<file path="src/rtl/rotate_seq_ctrl.sv">
// rotate_seq_ctrl: sequences one load cycle plus k-1 shift cycles on an external
// rotate-right-by-one register so that rotate-by-k becomes a single start/done handshake.
module rotate_seq_ctrl #(
  parameter int unsigned bit_width = 16,
  parameter int unsigned amt_width = 4
) (
  input  logic                 clk,
  input  logic                 rst,
  input  logic                 start,
  input  logic [bit_width-1:0] data_in,
  input  logic [amt_width-1:0] amount,
  input  logic                 hold,
  output logic                 busy,
  output logic                 done,
  output logic                 rot_ld,
  output logic                 rot_sh,
  output logic [bit_width-1:0] rot_data
);

  typedef enum logic [1:0] {
    IDLE = 2'd0,
    LOAD = 2'd1,
    ROT  = 2'd2,
    DONE = 2'd3
  } state_t;

  state_t               state_q, state_d;
  logic [bit_width-1:0] data_q, data_d;
  logic [amt_width-1:0] rem_q, rem_d;
  logic                 knz_q, knz_d;

  // State and captured-operand registers
  always_ff @(posedge clk) begin
    if (rst) begin
      state_q <= IDLE;
      data_q  <= '0;
      rem_q   <= '0;
      knz_q   <= 1'b0;
    end else begin
      state_q <= state_d;
      data_q  <= data_d;
      rem_q   <= rem_d;
      knz_q   <= knz_d;
    end
  end

  // Next-state and output decode; the first shift is fused into LOAD, so rem counts the rest
  always_comb begin
    state_d  = state_q;
    data_d   = data_q;
    rem_d    = rem_q;
    knz_d    = knz_q;
    busy     = 1'b1;
    done     = 1'b0;
    rot_ld   = 1'b0;
    rot_sh   = 1'b0;
    rot_data = data_q;
    case (state_q)
      IDLE: begin
        busy = 1'b0;
        if (start) begin
          data_d  = data_in;
          knz_d   = (amount != '0);
          rem_d   = amount - amt_width'(1);
          state_d = LOAD;
        end
      end
      LOAD: begin
        rot_ld = 1'b1;
        rot_sh = knz_q;
        if (!knz_q || (rem_q == '0)) begin
          state_d = DONE;
        end else begin
          state_d = ROT;
        end
      end
      ROT: begin
        rot_sh = ~hold;
        if (!hold) begin
          rem_d = rem_q - amt_width'(1);
          if (rem_q == amt_width'(1)) begin
            state_d = DONE;
          end
        end
      end
      DONE: begin
        done    = 1'b1;
        state_d = IDLE;
      end
      default: begin
        state_d = IDLE;
      end
    endcase
  end

endmodule

</file>
<file path="config.mk">
export PLATFORM = sky130hd
export DESIGN_NAME = rotate_seq_ctrl
export DESIGN_NICKNAME = d
export VERILOG_FILES = /design/src/rtl/rotate_seq_ctrl.sv
export SDC_FILE = /design/constraint.sdc
export NUM_CORES = 1
export LEC_CHECK = 0
export BUFFER_PORTS_ARGS = -buffer_cell sky130_fd_sc_hd__buf_2
export CORE_MARGIN = 2
export CORE_UTILIZATION = 51
export CTS_CLUSTER_SIZE = 28
export DETAILED_ROUTE_END_ITERATION = 12
export GPL_ROUTABILITY_DRIVEN = 0
export GPL_TIMING_DRIVEN = 0
export PLACE_DENSITY = 0.83
export RECOVER_POWER = 50
export SYNTH_ARGS = -nofsm -noshare
export SYNTH_HDL_FRONTEND = slang
export SYNTH_SLANG_ARGS = --single-unit
</file>
<file path="constraint.sdc">
create_clock -name clk -period 3.7 [get_ports clk]
set_input_delay 0.925 -clock clk [delete_from_list [all_inputs] [get_ports clk]]
set_output_delay 0.925 -clock clk [all_outputs]
set_load 0.005 [all_outputs]
</file>
### After elaboration in Yosys (flattened, before gate mapping)

Cells that the tools add are included.

* register bits: 23

* $add $sub $neg: 2
* equality and inequality tests: 7
* muxes and demuxes: 12
* bitwise logic cells: 1
* reductions and logical operators: 9

Operator list (count)
* 4-bit 2-to-1 mux: 2
* 2-bit one-hot mux with 4 select lines: 1
* 4-bit one-hot mux with 2 select lines: 1
* 4-bit by 1-bit subtractor with 4-bit output, second input constant: 2
* 2-bit 2-to-1 mux: 3
* 2-bit inequality test, second input constant: 3
* 3-bit AND reduction: 2
* 2-bit == test, second input constant: 2
* 4-bit by 1-bit == test with 1-bit output, second input constant: 1
* 4-bit zero test: 1
* 1-bit 2-to-1 mux: 4
* 4-bit nonzero test: 1
* 2-bit by 1-bit == test with 1-bit output, second input constant: 1
* 2-bit zero test: 1
* 1-bit one-hot mux with 2 select lines: 1
* 2-bit AND reduction: 1
* 2-bit nonzero test: 1
* 1-bit zero test: 1
* 1-bit logical OR: 1
* 1-bit NOT: 1

### Longest topological paths before layout

* depth after elaboration: 4
* depth in mapped cells: 7

### Worst setup path after synthesis

Ideal clock, no wire load.

* path type: input to output
* start: input port hold
* end: output port rot_sh
* arrival: 1170 ps
* setup slack: 1605 ps
* cell stages on the path: 2
* buffers on the path: 0
* cells stage by stage: o21ai_0 > and2_1

* word-level cells in the longest chain between the ends: 2

Ends and longest elaborated chain
* start: declaration: RTL line 12 `input logic hold,`
* 1-bit NOT: RTL line 78 `rot_sh = ~hold;`
* 1-bit one-hot mux with 2 select lines: RTL line 58 `case (state_q)`
* end: declaration: RTL line 16 `output logic rot_sh,`

No other way between the ends.

### Final worst setup path

* start: register state_q[0]
* end: output port rot_sh

* word-level cells in the longest chain between the ends: 2
* elaborated cells on any way between the ends: 3

Ends and longest elaborated chain
* start: declaration: RTL line 27 `state_t state_q, state_d;`
* start signal: assignment: RTL line 40 `state_q <= state_d;`
* 2-bit == test / 2-bit by 1-bit == test with 1-bit output (equally long branches): RTL line 58
* 1-bit one-hot mux with 2 select lines (*): RTL line 58

Every way passes the cells marked *; elsewhere a longest branch is shown, timed or not.

==> flow_metrics.tcl <==
set metrics [dict create \
    worst_hold_slack_ns 0.461 \
    p_total_w 0.000854 \
    min_period_over_period 0.744 \
    criticalPathCategory "reg -> out" \
    fillerInstances 185 \
    multi_input_area_um2 576 \
    fin_skew_ns 0.00168 \
    ir_worst_vdd_v 0.000360 \
    cts_sinks 23 \
    fraction_of_final_layout_cells_sized_beyond_drive_strength_1 0.272 \
    number_of_synthesized_flops_with_an_enable_pin 0 \
    ys_top_cells_by_area "dfxtp_1, nand2_1, ha_1" \
    path_cells "inv_1, ha_1, clkbuf_1, inv_2, o21ai_0, and2_1, buf_2" \
    yosysTopAreaCellShare 0.410 \
    grt_start_max_net_pins 14 \
    synth-warning-count 0 \
    final_critical_path_setup_slack_ns 0.946 \
    initial_standard_cell_utilization_of_the_core 0.556 \
    finalNetCount 218 \
    maximum_level_of_the_cts_h_tree 1 \
    critical_path.max_stage_delay_ns 0.36 \
    final.setup.tns_ns 0 \
    crit_path_max_fanout 9 \
    synth_sequential_area_ratio 0.410 \
    synth_simple_gate_area_frac 0.193 \
    clkSlewWorstSetupHoldPaths_ns 0.12 \
    synth-main-ff-cell "dfxtp_1" \
    static-leakage-power_nw 0.663 \
    cp_num_cells 7 \
    port_buffers 43 \
    die_x_um 50.9 \
    synth.area.mux_share 0.0267 \
    reg2reg_depth 6 \
    critical_path.slowest_cell "dfxtp_1" \
    critPathArrivalTime_ns 1.83 \
    cts_buffers 3 \
    holdCritPathClass "reg -> reg" \
    fmax_mhz 363 \
    finalHoldViolCount 0 \
    critPathLaunchType "flop" \
    grt_setup_unrepaired "no" \
    place_ws_ns 1.39 \
    insertedDiodeCount 0 \
    die_y_um 50.9 \
    postRouteWirelength_um 2380 \
    fin_area_um2 1370 \
    detail_route.vias_per_cell 5.07 \
    dieArea_um2 2590 \
    power_density_nw_per_um2 622 \
    wire_length_of_the_first_global_routing_pass_um 3860 \
    ios 44 \
    syn_avg_cell_area_um2 8.20 \
    drtIter0Drc 8 \
    clock_path_buffers 2 \
    mappedNetlistNets 170 \
    cts_setup_buffers 0 \
    synth_compound_gate_area_share 0.186 \
    critical-path-top-delay-family "buffers and inverters" \
    syn_area_um2 1120 \
    instance_area_at_placement_um2 1370 \
    main_combinational_cell_family_by_area_after_synthesis "simple AND/OR/NAND/NOR gates" \
    synthDominantAreaCellType "dfxtp_1" \
    drt_first_pass_iters 4 \
    final_max_slew_viol_count 0 \
    hold_depth 2 \
    areaGrowthSynthToFinish_pct 22.3 \
    yosys.area_share.xor_xnor 0.0156 \
    postSynthCellCount 137 \
    routed-via-count 1070 \
    grt.total_usage 0.191 \
    path_buf_inv 4 \
    ant_nets 0 \
    worstPathRequired_ns 2.77 \
    setup_viol 0 \
    share_of_flip_flops_with_an_asynchronous_set_or_reset_after_synthesis 0 \
    timing.final.crit_period_ns 2.75 \
    cts_resized 0 \
    grt_pass1_vias 1015 \
    synth_fa_ha_area_frac 0.100 \
    area_of_the_core_um2 2020 \
    synth.ff_latch_count 23 \
    drc 0 \
    maxCapViolCount 0 \
    tritoncts "done" \
    cts_root_buffer "clkbuf_4" \
    slew_at_the_pin_closest_to_its_max_slew_limit_ns 0.598 \
    final_hpwl_from_detailed_placement_um 1900 \
    area.sequential_um2 460 \
    cts_hold_repair.buffers 0 \
    grt_antenna_before_repair 0 \
    worst_setup_path_end_kind "primary output" \
    distinct_cells_synth 28 \
    clock_latency_ns 0.30 \
    timing.max_slew.rel_slack 0.599 \
    grt-ovfl-total 0 \
    wl_per_cell_um 11.3 \
    outcome "complete, no violations" \
    std_cell_rows 16 \
]
[through the flow]
stage,instances,util
after floorplan,137,-
after global routing,211,0.679
after detailed placement,207,0.679
after CTS,211,0.692
after global placement,207,0.679
final,211,0.679
[routing by layer]
layer,track usage,share of wire
met4,0.0270,0.0076
met2,0.379,0.52
met3,0.0526,0.042
met5,0,0
met1,0.201,0.42
[cells in the mapped netlist (2+ instances only)]
cell type	instances
and2_1	2
a21oi_1	20
mux2i_1	3
clkbuf_1	2
nor2_1	5
nand2_1	37
buf_2	2
o21ai_0	4
inv_1	9
o211ai_2	2
buf_6	2
dfxtp_1	23
ha_1	9
nand2b_1	3
[power by group]
part           switching (W)  leakage (nW)  internal (W)
registers          0.0000430         0.189      0.000307
logic               0.000221         0.457      0.000171
clock network      0.0000716        0.0177     0.0000403
[cell families after synthesis]
logic type,count (synthesis)
XOR/XNOR,2
flip-flops,23
AO/OA/AOI/OAI,33
multiplexers,3
buffers and inverters,16
adder cells (fa/ha/maj),9
AND/OR/NAND/NOR,51
[tightest hold or removal path, cell delays in order, from the launching register on]
cell	delay, ns
dfxtp_1	0.32
nand2_1	0.05
a21oi_1	0.05
[flip-flops by register name, summed over array words and instances, names as in the netlist]
| register | cells |
|---|---|
| state_q | 2 |
| rot_data | 16 |
| rem_q | 4 |
| knz_q | 1 |
[cell type report]
type / count / area share
multi-input cells: 98 / 0.419
flip-flops and latches: 23 / 0.335
repair buffers: 43 / 0.157
inverters: 10 / 0.0273
well taps: 27 / 0.0246
plain buffers: 6 / 0.0173
clock buffers: 3 / 0.0164
clock inverters: 1 / 0.00364
[cells in the final DEF (no fill, tap or decap)]
cell,synthesis,final
dfxtp_1,23,23
buf_2,2,44
and2_0,0,1
a2bb2oi_1,1,1
o32ai_1,1,1
nand2_1,37,37
o21ai_0,4,4
inv_1,9,9
o221a_1,1,1
xnor2_1,1,1
inv_2,1,1
clkbuf_1,2,5
xor2_1,1,1
o211ai_1,0,2
nor3_1,1,1
o31ai_1,1,1
o32ai_2,1,1
mux2i_1,3,3
and2_1,2,1
nand2b_1,3,3
nor3b_1,1,1
or3_1,1,1
nor4b_1,1,1
clkinv_2,0,1
o22ai_1,1,1
ha_1,9,9
clkbuf_4,0,3
a21oi_1,20,20
nor2_1,5,5
o21ai_1,1,1
[worst paths after layout]
check / startpoint / to / slack, ns
setup / recovery: state_q[0] / rot_sh / 0.95
hold reg to reg: rot_data[10] / rot_data[10] / 0.46
hold / removal: rot_data[10] / rot_data[10] / 0.46
setup reg to reg: state_q[0] / rem_q[0] / 1.75
Note: power is estimated with default switching activity, not from simulation.
